--- src/rtl/banana_pkg.sv ---
// Shared types and constants for the banana sprite renderer.
package banana_pkg;

  typedef enum logic [1:0] {
    VISIBLE = 2'd0,
    SPARKLE = 2'd1,
    HIDDEN  = 2'd2
  } state_t;

  localparam logic [7:0] TRANSPARENT_IDX = 8'd0;
  localparam int         SPARKLE_VS      = 8;

  // One extra frame slot is reserved for the sparkle image.
  function automatic int calc_addr_w(input int num_frames, input int sprite_w, input int sprite_h);
    return $clog2((num_frames + 1) * sprite_w * sprite_h);
  endfunction

endpackage

--- src/rtl/banana_hit_addr.sv ---
// Stage 1 of the pixel pipeline: sprite hit test and sprite-ROM address generation.
module banana_hit_addr #(
  parameter int COORD_W  = 10,
  parameter int SPRITE_W = 16,
  parameter int SPRITE_H = 16,
  parameter int FRAME_W  = 3,
  parameter int ADDR_W   = 11
) (
  input  logic               clk,
  input  logic               reset,
  input  logic               pix_valid,
  input  logic [COORD_W-1:0] draw_x,
  input  logic [COORD_W-1:0] draw_y,
  input  logic [COORD_W-1:0] x_lat,
  input  logic [COORD_W-1:0] y_lat,
  input  logic [FRAME_W-1:0] draw_frame,
  input  logic               draw_en,
  output logic [ADDR_W-1:0]  rom_addr,
  output logic               hit_s1,
  output logic               draw_en_s1,
  output logic               valid_s1
);
  import banana_pkg::*;

  logic signed [COORD_W:0] dx;
  logic signed [COORD_W:0] dy;
  logic                    hit;
  logic [ADDR_W-1:0]       addr;

  // The sign bit rejects pixels left of / above the sprite, so no wrap-around hits at screen edges.
  always_comb begin
    dx   = $signed({1'b0, draw_x}) - $signed({1'b0, x_lat});
    dy   = $signed({1'b0, draw_y}) - $signed({1'b0, y_lat});
    hit  = !dx[COORD_W] && (dx[COORD_W-1:0] < COORD_W'(SPRITE_W)) &&
           !dy[COORD_W] && (dy[COORD_W-1:0] < COORD_W'(SPRITE_H));
    addr = '0;
    if (hit) begin
      addr = ADDR_W'(draw_frame) * ADDR_W'(SPRITE_W * SPRITE_H)
           + ADDR_W'(dy[COORD_W-1:0]) * ADDR_W'(SPRITE_W)
           + ADDR_W'(dx[COORD_W-1:0]);
    end
  end

  always_ff @(posedge clk or negedge reset) begin
    if (!reset) begin
      rom_addr   <= '0;
      hit_s1     <= 1'b0;
      draw_en_s1 <= 1'b0;
      valid_s1   <= 1'b0;
    end else begin
      valid_s1   <= pix_valid;
      hit_s1     <= pix_valid && hit;
      draw_en_s1 <= draw_en;
      if (pix_valid) begin
        rom_addr <= addr;
      end
    end
  end

endmodule

--- src/rtl/banana_sprite_renderer.sv ---
// Banana sprite renderer: per-frame latch, 2-stage pixel pipeline, collect/respawn FSM.
// Optional sparkle animation on collection is enabled with `define BANANA_SPARKLE_EN.
module banana_sprite_renderer #(
  parameter int          SPRITE_W        = 16,
  parameter int          SPRITE_H        = 16,
  parameter int          NUM_FRAMES      = 7,
  parameter int          COORD_W         = 10,
  parameter int          RESPAWN_VS      = 120,
  parameter logic [7:0]  TRANSPARENT_IDX = banana_pkg::TRANSPARENT_IDX,
  parameter int          ADDR_W          = banana_pkg::calc_addr_w(NUM_FRAMES, SPRITE_W, SPRITE_H)
) (
  input  logic               clk,
  input  logic               reset,
  input  logic [18:0]        frame_num,
  input  logic               vsync_pulse,
  input  logic [COORD_W-1:0] banana_x,
  input  logic [COORD_W-1:0] banana_y,
  input  logic               collide,
  input  logic               pix_valid,
  input  logic [COORD_W-1:0] draw_x,
  input  logic [COORD_W-1:0] draw_y,
  output logic [ADDR_W-1:0]  rom_addr,
  input  logic [7:0]         rom_data,
  output logic               pix_out_valid,
  output logic               pix_is_banana,
  output logic [7:0]         pix_color_idx,
  output logic               collected_pulse,
  output logic [7:0]         banana_count
);
  import banana_pkg::*;

  localparam int FRAME_W = 3;
  localparam int RESP_W  = $clog2(RESPAWN_VS + 1);

  logic [FRAME_W-1:0] frame_lat;
  logic [COORD_W-1:0] x_lat;
  logic [COORD_W-1:0] y_lat;

  state_t             state;
  state_t             state_next;
  logic [RESP_W-1:0]  respawn_cnt;
  logic [RESP_W-1:0]  respawn_next;
  logic               draw_en;
  logic [FRAME_W-1:0] draw_frame;
  logic               collect;
`ifdef BANANA_SPARKLE_EN
  logic [3:0]         sparkle_cnt;
  logic [3:0]         sparkle_next;
`endif

  logic               hit_s1;
  logic               draw_en_s1;
  logic               valid_s1;
  logic               is_banana;

  // Frame index and position change only at vsync so a frame is never drawn half-old, half-new.
  always_ff @(posedge clk or negedge reset) begin
    if (!reset) begin
      frame_lat <= '0;
      x_lat     <= '0;
      y_lat     <= '0;
    end else if (vsync_pulse) begin
      frame_lat <= (frame_num < 19'(NUM_FRAMES)) ? frame_num[FRAME_W-1:0] : '0;
      x_lat     <= banana_x;
      y_lat     <= banana_y;
    end
  end

  always_comb begin
    state_next   = state;
    respawn_next = respawn_cnt;
    draw_en      = 1'b0;
    draw_frame   = frame_lat;
    collect      = 1'b0;
`ifdef BANANA_SPARKLE_EN
    sparkle_next = sparkle_cnt;
`endif
    case (state)
      VISIBLE: begin
        draw_en = 1'b1;
        if (collide) begin
          collect      = 1'b1;
          respawn_next = '0;
`ifdef BANANA_SPARKLE_EN
          sparkle_next = '0;
          state_next   = SPARKLE;
`else
          state_next   = HIDDEN;
`endif
        end
      end
`ifdef BANANA_SPARKLE_EN
      SPARKLE: begin
        draw_en    = 1'b1;
        draw_frame = FRAME_W'(NUM_FRAMES);
        if (vsync_pulse) begin
          if (sparkle_cnt == 4'(SPARKLE_VS - 1)) begin
            sparkle_next = '0;
            respawn_next = '0;
            state_next   = HIDDEN;
          end else begin
            sparkle_next = sparkle_cnt + 4'd1;
          end
        end
      end
`endif
      HIDDEN: begin
        if (vsync_pulse) begin
          if (respawn_cnt == RESP_W'(RESPAWN_VS - 1)) begin
            respawn_next = '0;
            state_next   = VISIBLE;
          end else begin
            respawn_next = respawn_cnt + RESP_W'(1);
          end
        end
      end
      default: state_next = VISIBLE;
    endcase
  end

  // Leaving VISIBLE on the same edge as the collection guarantees one count per episode.
  always_ff @(posedge clk or negedge reset) begin
    if (!reset) begin
      state           <= VISIBLE;
      respawn_cnt     <= '0;
      collected_pulse <= 1'b0;
      banana_count    <= 8'd0;
`ifdef BANANA_SPARKLE_EN
      sparkle_cnt     <= '0;
`endif
    end else begin
      state           <= state_next;
      respawn_cnt     <= respawn_next;
      collected_pulse <= collect;
      if (collect && (banana_count != 8'hFF)) begin
        banana_count <= banana_count + 8'd1;
      end
`ifdef BANANA_SPARKLE_EN
      sparkle_cnt     <= sparkle_next;
`endif
    end
  end

  banana_hit_addr #(
    .COORD_W  (COORD_W),
    .SPRITE_W (SPRITE_W),
    .SPRITE_H (SPRITE_H),
    .FRAME_W  (FRAME_W),
    .ADDR_W   (ADDR_W)
  ) u_hit_addr (
    .clk        (clk),
    .reset      (reset),
    .pix_valid  (pix_valid),
    .draw_x     (draw_x),
    .draw_y     (draw_y),
    .x_lat      (x_lat),
    .y_lat      (y_lat),
    .draw_frame (draw_frame),
    .draw_en    (draw_en),
    .rom_addr   (rom_addr),
    .hit_s1     (hit_s1),
    .draw_en_s1 (draw_en_s1),
    .valid_s1   (valid_s1)
  );

  assign is_banana = hit_s1 && draw_en_s1 && (rom_data != TRANSPARENT_IDX);

  always_ff @(posedge clk or negedge reset) begin
    if (!reset) begin
      pix_out_valid <= 1'b0;
      pix_is_banana <= 1'b0;
      pix_color_idx <= 8'd0;
    end else begin
      pix_out_valid <= valid_s1;
      pix_is_banana <= is_banana;
      pix_color_idx <= is_banana ? rom_data : 8'd0;
    end
  end

endmodule

--- config.mk ---
export PLATFORM = sky130hd
export DESIGN_NAME = banana_sprite_renderer
export DESIGN_NICKNAME = d
export VERILOG_FILES = /design/src/rtl/banana_pkg.sv /design/src/rtl/banana_hit_addr.sv /design/src/rtl/banana_sprite_renderer.sv
export SDC_FILE = /design/constraint.sdc
export NUM_CORES = 1
export LEC_CHECK = 0
export ABC_AREA = 1
export CORE_MARGIN = 5
export CORE_UTILIZATION = 29
export DETAILED_ROUTE_END_ITERATION = 10
export RECOVER_POWER = 25
export SYNTH_ARGS = -nofsm -noshare
export SYNTH_HDL_FRONTEND = slang
export SYNTH_SLANG_ARGS = --single-unit
--- constraint.sdc ---
create_clock -name clk -period 5.35 [get_ports clk]
set_input_delay 1.07 -clock clk [delete_from_list [all_inputs] [get_ports clk]]
set_output_delay 1.07 -clock clk [all_outputs]
set_load 0.02 [all_outputs]
* Word-level counts from Yosys, hierarchy flattened
Cells that the tools add are included.
** Storage, ports and cells
- Output and inout bits :: 30
- Logic and storage cells :: 57
- Bits in registers :: 65
** Cells by class
- Eq/ne operators :: 6
- $add $sub $neg :: 6
- Magnitude comparators :: 3
- Muxes and demuxes :: 14
- Reductions and logical operators :: 14
** Operators with widths (number)
- $sub 10x10->11 :: 2
- $mux 7 :: 3
- $lt 10x5->1 const B :: 2
- $lt 19x3->1 const B :: 1
- $pmux 7 s2 :: 1
- $add 11x10->11 :: 1
- $add 11x11->11 :: 1
- $mux 11 :: 1
- $add 8x1->8 const B :: 1
- $mux 8 :: 1
- $ne 8x8->1 const B :: 1
- $reduce_bool 8->1 :: 1
- $add 7x1->7 const B :: 1
- $eq 7x7->1 const B :: 1
- $logic_and 1x1->1 :: 7
- $mux 2 :: 3
- $ne 2x2->1 const B :: 3
- $reduce_and 3->1 :: 2
- $pmux 2 s2 :: 1
- $mux 1 :: 3
- $mux 3 :: 1
- $eq 2x2->1 const B :: 1
- $logic_not 1->1 :: 2
- $logic_not 2->1 :: 1
- $reduce_bool 2->1 :: 1

* Logic depth before layout (Yosys ltp)
Gate-level depths: netlist of the first run.
- Depth in word-level cells :: 6
- Depth in mapped cells :: 24

* By module
Synthesis of the first run repeated with hierarchy kept, for this count alone.
** Second synthesis, totals
- Cell total of the unflattened synthesis :: 599
- Area, all modules :: 4386.7 um^2
** By module, submodules not included
- banana_sprite_renderer :: instances 1, area an instance 2249.7 um^2, cells each 276
- banana_hit_addr :: instances 1, area an instance 2137.0 um^2, cells each 323

* Worst setup path after synthesis of the first run
No wires, ideal clock.
- Kind :: input to register
- From :: input port draw_x[0]
- To :: register u_hit_addr.rom_addr[10]
- Arrival time :: 3561 ps
- Path slack :: 1671 ps
- Cell stages on the path :: 23
- Path through :: inv_1 ha_1 fa_1 inv_1 nand3_1 nand2_1 nand2_1 nand2_1 nand2_1 nand2_1 inv_1 fa_1 ha_1 nand2_1 inv_1 nand4_1 nand3_1 nand2_1 nand2_1 nand2_1 nand2_1 nand4_1 nand2_1
** Between the ends
- Cells in the longest elaborated chain, start to end :: 6
- Elaborated cells on any way between the ends :: 8
- Those cells by class :: add/sub (2); order compare (1); mux (1); reduce/logical (4)
** RTL lines
- start: declaration :: RTL line banana_sprite_renderer.sv:20 : input logic [COORD_W-1:0] draw_x,
- $sub 10x10->11 (*) :: RTL line banana_hit_addr.sv:32 : dx = $signed({1'b0, draw_x}) - $signed({1'b0, x_lat});
- $lt 10x5->1 or $logic_not 1->1 (tied branches) :: RTL line banana_hit_addr.sv:34 : hit = !dx[COORD_W] && (dx[COORD_W-1:0] < COORD_W'(SPRITE_W)) &&
- $logic_and 1x1->1 (2 in series) :: RTL line banana_hit_addr.sv:34
- $logic_and 1x1->1 :: RTL line banana_hit_addr.sv:35 : !dy[COORD_W] && (dy[COORD_W-1:0] < COORD_W'(SPRITE_H));
- $mux 11 (*) :: RTL line banana_hit_addr.sv:37 : if (hit) begin
- end signal: assignment :: RTL line banana_hit_addr.sv:55 : rom_addr <= addr;
- end: declaration :: RTL line banana_hit_addr.sv:18 : output logic [ADDR_W-1:0] rom_addr,
Every way passes the cells marked *; elsewhere a longest branch is shown, timed or not.
A chain may end at the register's enable or synchronous reset.

* Worst setup path after layout of the first run
Ends and elaborated chain as after synthesis.

==> reports/metrics.cfg, run 1 <==
[cells_and_area]
stdcell_count = 825
drive_gt1_frac = 0.0620
finalInstanceArea_mm2 = 0.00563
fin_nets = 748
fillerInstances = 1404
areaGrowthSynthToFinish_pct = 36.5
n_antenna_cell = 0

[placement]
finalWeightedCongestion = 0.831
io_buffers = 101
dp_cells = 809
placed_area_mm2 = 0.00530
dpl_worst_slack_ns = 0.898
hpwlAfterDp_um = 8250

[clock_network]
cts_tree = done
cts_buffer_depth = 2
cts.reportedPaths.clkPinSlew_ns = 0.06
holdBufCountCts = 0
clock_latency_ns = 0.33
ctsRootBufferMaster = clkbuf_16
clock_sinks = 64
postCtsSetupBuffers = 0
htreeDepth = 3
cts_resized = 0
cts_buffers = 9

[global_routing]
grt_pass1_vias = 3792
grt_pass1_wl_um = 17300
grt_max_degree = 65
grt_usage = 0.128
antenna_found_initial = 0
overflow = 0

[routing]
drt_iter0_drc = 169
via_per_inst = 4.51
dr_total_vias = 3719
finalWirelength_um = 10200
wl_per_cell_um = 12.4
drcViolationCount = 0
drtPass1Iterations = 4
ant_nets = 0

[min_path]
hold_class = flop to flop
min_to = pix_out_valid
min_path_cells = 0
hold_start = u_hit_addr.valid_s1

[sta]
fin_ws_ns = 1.24
finalHoldViolCount = 0
worst_pin_slew_ns = 0.827
maxSlewHeadroom = 0.449
period_share = 0.769
drv_slew = 0
max_freq_ghz = 0.243
setup_tns_ns = 0
rsz0062_at_grt = no
setup-violations-final = 0
skew_ns = 0.00814
period_minus_slack_ns = 4.11

[power]
p_total_mw = 1.66
vdd_drop_max_mv = 0.149
pwr_density_cell_mw_per_mm2 = 295
p_leak_nw = 2.83

[logic_synthesis]
ys_top_cells_by_area = dfrtp_1, nand2_1, ha_1
ys_warn_count = 0
synth_nets = 643
yosysSeqAreaShare = 0.388
synth_common_cells = nand2_1, inv_1, dfrtp_1, nor2_1, nand3_1
async_flop_share = 1.00
synth_edf_count = 0
post_synth_inst_count = 535
netlist_area_mm2 = 0.00412
avgSynthCellArea_um2 = 7.71
synthMostInstantiatedCell = nand2_1
ys_ff_latch = 64
synth_area_leader_cell = dfrtp_1
synth.distinct_cells = 33
ys_dominant_reg_cell = dfrtp_1
post-synth-top-area-fraction = 0.388

[outcome]
status = finished, final reports clean

[setup_path]
cp.required_ns = 5.61
reg2reg_to = u_hit_addr.rom_addr[10]
end_kind = flop
r2r_slack_ns = 2.07
cp.arrival_ns = 4.38
critical_path_class = input port to flop
start_kind = input port
reg2regPathDepth = 22
r2r_start = x_lat[0]
worstPathMaxFanout = 4

[floorplan]
pin_count = 102
die-height_um = 129
start_util = 0.296
rows = 43
core_region_area_mm2 = 0.0139
die-area_mm2 = 0.0167
die_width_um = 129

[run]
drv_cap = 0

-- layer usage --
metal  global-route usage  part of all wire  vias to the layer above  wire length [um]
met2                0.208              0.45                       97              4570
met3               0.0264             0.059                       11               599
met5                    0                 0                        -                 0
met1                0.169              0.48                     1686              4870
li1                     -                 -                     1925                 -
met4               0.0500             0.015                        0               151
-- how the worst max path moves through the flow --
stage	startpoint	to	slack, ns	cells past startpoint
floorplan	draw_x[0]	u_hit_addr.rom_addr[10]	1.67	23
global placement	draw_x[0]	u_hit_addr.rom_addr[10]	1.02	24
detailed placement	draw_x[0]	u_hit_addr.rom_addr[10]	0.90	24
CTS	draw_x[0]	u_hit_addr.rom_addr[10]	1.22	24
global route	draw_x[0]	u_hit_addr.rom_addr[10]	0.89	24
finish	draw_x[0]	u_hit_addr.rom_addr[10]	1.24	24
-- layout by cell type, fill, tap and decap left out, types with 3 or more instances in the layout --
cell type        instances
o31ai_1                  4
nor2_1                  37
nor3_1                   3
nand2_1                155
nand3_1                 32
nor2_2                   4
clkdlybuf4s50_1         97
dfrtp_1                 64
nand3_2                  3
nor4_1                   4
nand4_1                 23
clkbuf_16                9
nand3b_1                 3
o21ai_0                 23
a21oi_1                 12
xnor2_1                  8
xor2_1                  10
inv_1                   84
ha_1                    31
dlygate4sd3_1            3
nand2_2                  9
fa_1                     5
-- final cells by class --
| class | count | area, um2 | area share |
|---|---|---|---|
| Timing Repair Buffer | 103 | 1020 | 0.181 |
| Inverter | 85 | 319 | 0.0567 |
| Multi-Input combinational cell | 377 | 2130 | 0.379 |
| Sequential cell | 64 | 1600 | 0.285 |
| Tap cell | 180 | 225 | 0.0400 |
| Clock buffer | 9 | 225 | 0.0400 |
| Clock inverter | 7 | 103 | 0.0182 |
-- sequential cells by signal, indices dropped and copies added, names as in the netlist --
signal                 cells
u_hit_addr.hit_s1          1
pix_color_idx              8
banana_count               8
state                      1
pix_out_valid              1
pix_is_banana              1
collected_pulse            1
y_lat                     10
u_hit_addr.valid_s1        1
draw_frame                 3
respawn_cnt                7
x_lat                     10
u_hit_addr.rom_addr       11
u_hit_addr.draw_en_s1      1
-- metrics by stage --
stage / utilization / hold slack [ns]
after floorplan: - / 0.331
after global placement: 0.380 / 0.336
after detailed placement: 0.380 / 0.336
after CTS: 0.404 / 0.349
after global routing: 0.404 / 0.369
final: 0.404 / 0.347
-- worst max-delay path, stage by stage --
cell             delay, ns
clkdlybuf4s50_1       0.46
inv_1                 0.05
ha_1                  0.22
fa_1                  0.41
inv_1                 0.12
nand3_1               0.10
nand2_1               0.10
nand2_1               0.07
nand2_1               0.06
nand2_1               0.04
nand2_1               0.07
inv_1                 0.05
fa_1                  0.45
ha_1                  0.37
nand2_1               0.07
inv_1                 0.06
nand4_1               0.11
nand3_1               0.10
nand2_1               0.06
nand2_1               0.05
nand2_1               0.04
nand2_1               0.06
nand4_1               0.09
nand2_1               0.09
-- power breakdown --
| group | switching (mW) | internal (mW) | leakage [nW] |
|---|---|---|---|
| Sequential | 0.0192 | 0.514 | 0.834 |
| Clock | 0.233 | 0.413 | 0.157 |
| Combinational | 0.278 | 0.206 | 1.84 |
| Total | 0.530 | 1.13 | 2.83 |
-- kinds of logic (layout without fill, tap and decap cells) --
logic type,count (synthesis),after routing,share of synthesized area
simple gates,276,276,0.297
xor+xnor,18,18,0.0382
fa+ha+maj,36,36,0.118
buf+inv,94,204,0.0941
compound gates,47,47,0.0640
flops,64,64,0.388
Power figures use the tool's default switching activity.
==> run 2: changes to the inputs <==
==> constraint.sdc (replaced) <==
create_clock -name clk -period 3.4 [get_ports clk]
set_input_delay 0.68 -clock clk [delete_from_list [all_inputs] [get_ports clk]]
set_output_delay 0.68 -clock clk [all_outputs]
set_load 0.02 [all_outputs]
==> reports/metrics.cfg, run 2 (synthesis results as in run 1) <==
[cells_and_area]
areaGrowthSynthToFinish_pct = 51.4
layout_common_cells = nand2_1, clkdlybuf4s50_1, inv_1, dfrtp_1, buf_4
final_common_cell = nand2_1
stdcell_count = 875
largest_register_ffs = 11
finalInstanceArea_mm2 = 0.00624
regMostFlops = u_hit_addr.rom_addr
fin_nets = 798
reg_top3 = u_hit_addr.rom_addr: 11 flops, x_lat: 10 flops, y_lat: 10 flops
n_antenna_cell = 0
drive_gt1_frac = 0.188

[setup_path]
worstPathCellList = clkdlybuf4s50_1 -> ha_4 -> nand2_2 -> inv_2 -> a21oi_2 -> nand2_1 -> nand2_1 -> nand2_1 -> fa_1 -> ha_4 -> nand2_1 -> inv_2 -> nand4_1 -> nand3_1 -> nand2_2 -> nand2_1 -> nand2_1 -> nand2_1 -> nand4_1 -> nand2_1
max_stage_delay_ns = 0.51
end_kind = flop
cp_slowest_cell = clkdlybuf4s50_1
path_common_cell = nand2_1
r2r_slack_ns = 0.29
r2r_start = x_lat[0]
cp.arrival_ns = 3.51
critical_path_class = input port to flop
start_kind = input port
reg2regPathDepth = 22
reg2reg_to = u_hit_addr.rom_addr[10]
cp.required_ns = 3.68
worstPathMaxFanout = 3

[floorplan]
pin_count = 102
die-height_um = 129
start_util = 0.296
rows = 43
die-area_mm2 = 0.0167
core_region_area_mm2 = 0.0139
die_width_um = 129

[global_routing]
grt_max_degree = 42
overflow = 0
grt_pass1_wl_um = 17600
antenna_found_initial = 0
grt_usage = 0.132
grt_pass1_vias = 3817

[clock_network]
holdBufCountCts = 0
cts_buffer_depth = 2
cts_buffers = 9
htreeDepth = 3
cts_tree = done
clock_latency_ns = 0.34
cts.reportedPaths.clkPinSlew_ns = 0.06
clock_sinks = 64
ctsRootBufferMaster = clkbuf_16

[sta]
drv_slew = 0
period_minus_slack_ns = 3.23
worst_pin_slew_ns = 1.44
setup-violations-final = 0
finalHoldViolCount = 0
maxSlewHeadroom = 0.0373
max_freq_ghz = 0.310
skew_ns = 0.00862
period_share = 0.949
hold_ws_ns = 0.347

[placement]
placed_area_mm2 = 0.00565
dp_cells = 856
hpwlAfterDp_um = 8590
io_buffers = 101
finalWeightedCongestion = 0.853

[power]
pwr_density_cell_mw_per_mm2 = 449
p_leak_nw = 3.15
p_total_mw = 2.80
vdd_drop_max_mv = 0.283

[routing]
ant_nets = 0
drt_iter0_drc = 196
finalWirelength_um = 10800
via_per_inst = 4.43
dr_total_vias = 3879
drcViolationCount = 0
wl_per_cell_um = 12.3
drtPass1Iterations = 4

[outcome]
status = finished, final reports clean

[min_path]
hold_start = u_hit_addr.valid_s1
min_path_cells = 0
min_to = pix_out_valid
hold_class = flop to flop

[run]
drv_cap = 0

run 2: changes by cell type in the layout (fill, tap and decap cells not counted), moves of 4 or more:
| cell | previous run | this run |
|---|---|---|
| buf_4 | 2 | 50 |
| ha_1 | 31 | 17 |
| ha_4 | 0 | 13 |
| nand2_1 | 155 | 142 |
| nand2_2 | 9 | 22 |
| dlymetal6s2s_1 | 0 | 11 |
| clkdlybuf4s50_1 | 97 | 88 |
| inv_1 | 84 | 77 |
| inv_2 | 1 | 8 |
| nand3_1 | 32 | 28 |
| nand3_2 | 3 | 7 |
run 2: area by class of cell:
| type | instances | area (um2) |
|---|---|---|
| inverter | 85 | 319 |
| timing repair buffer | 153 | 1420 |
| tap | 180 | 225 |
| clock inverter | 6 | 67.6 |
| clock buffer | 10 | 239 |
| fill | 1383 | 7690 |
| sequential | 64 | 1600 |
| multi-input combinational | 377 | 2380 |
run 2: worst max-delay path, delay by kind of cell:
kind	cells	cell delay, ns
AO/OA/AOI/OAI	1	0.14
adder cells (fa/ha/maj)	3	1.04
buffers and inverters	3	0.63
AND/OR/NAND/NOR	13	1.01
run 2: per-stage QoR:
stage | util | setup TNS [ns] | setup WS (ns)
final | 0.448 | 0 | 0.172
after global routing | 0.448 | -0.0337 | -0.0337
after CTS | 0.432 | 0 | 0.0238
after detailed placement | 0.406 | -1.47 | -0.535
after global placement | 0.406 | -1.23 | -0.452
after floorplan | - | 0 | 0.111
run 2: report_power, final:
part	switching (mW)	internal, mW	leakage, nW
logic	0.520	0.499	2.17
clock network	0.356	0.589	0.145
registers	0.0307	0.809	0.834
run 2: routing by layer:
layer | GRT usage | vias up | share of wire
met4 | 0.0476 | 0 | 0.015
met1 | 0.173 | 1752 | 0.48
met5 | 0 | - | 0
met3 | 0.0338 | 12 | 0.047
li1 | - | 2027 | -
met2 | 0.209 | 88 | 0.46
run 2: worst max path at each step:
stage / startpoint / to / slack [ns] / cells past startpoint
2_1_floorplan: draw_x[0] / u_hit_addr.rom_addr[10] / 0.11 / 23
3_3_place_gp: draw_x[0] / u_hit_addr.rom_addr[10] / -0.45 / 24
3_5_place_dp: draw_x[0] / u_hit_addr.rom_addr[10] / -0.53 / 24
4_1_cts: draw_x[8] / u_hit_addr.rom_addr[10] / 0.02 / 21
5_1_grt: draw_y[4] / u_hit_addr.rom_addr[10] / -0.03 / 20
6_report: draw_y[3] / u_hit_addr.rom_addr[10] / 0.17 / 20
run 2: repair_timing:
item,CTS,global route
gates cloned,0,0
pin swaps,7,22
endpoints found under the setup margin,2,3
resized for setup,12,48
buffers inserted,2,1
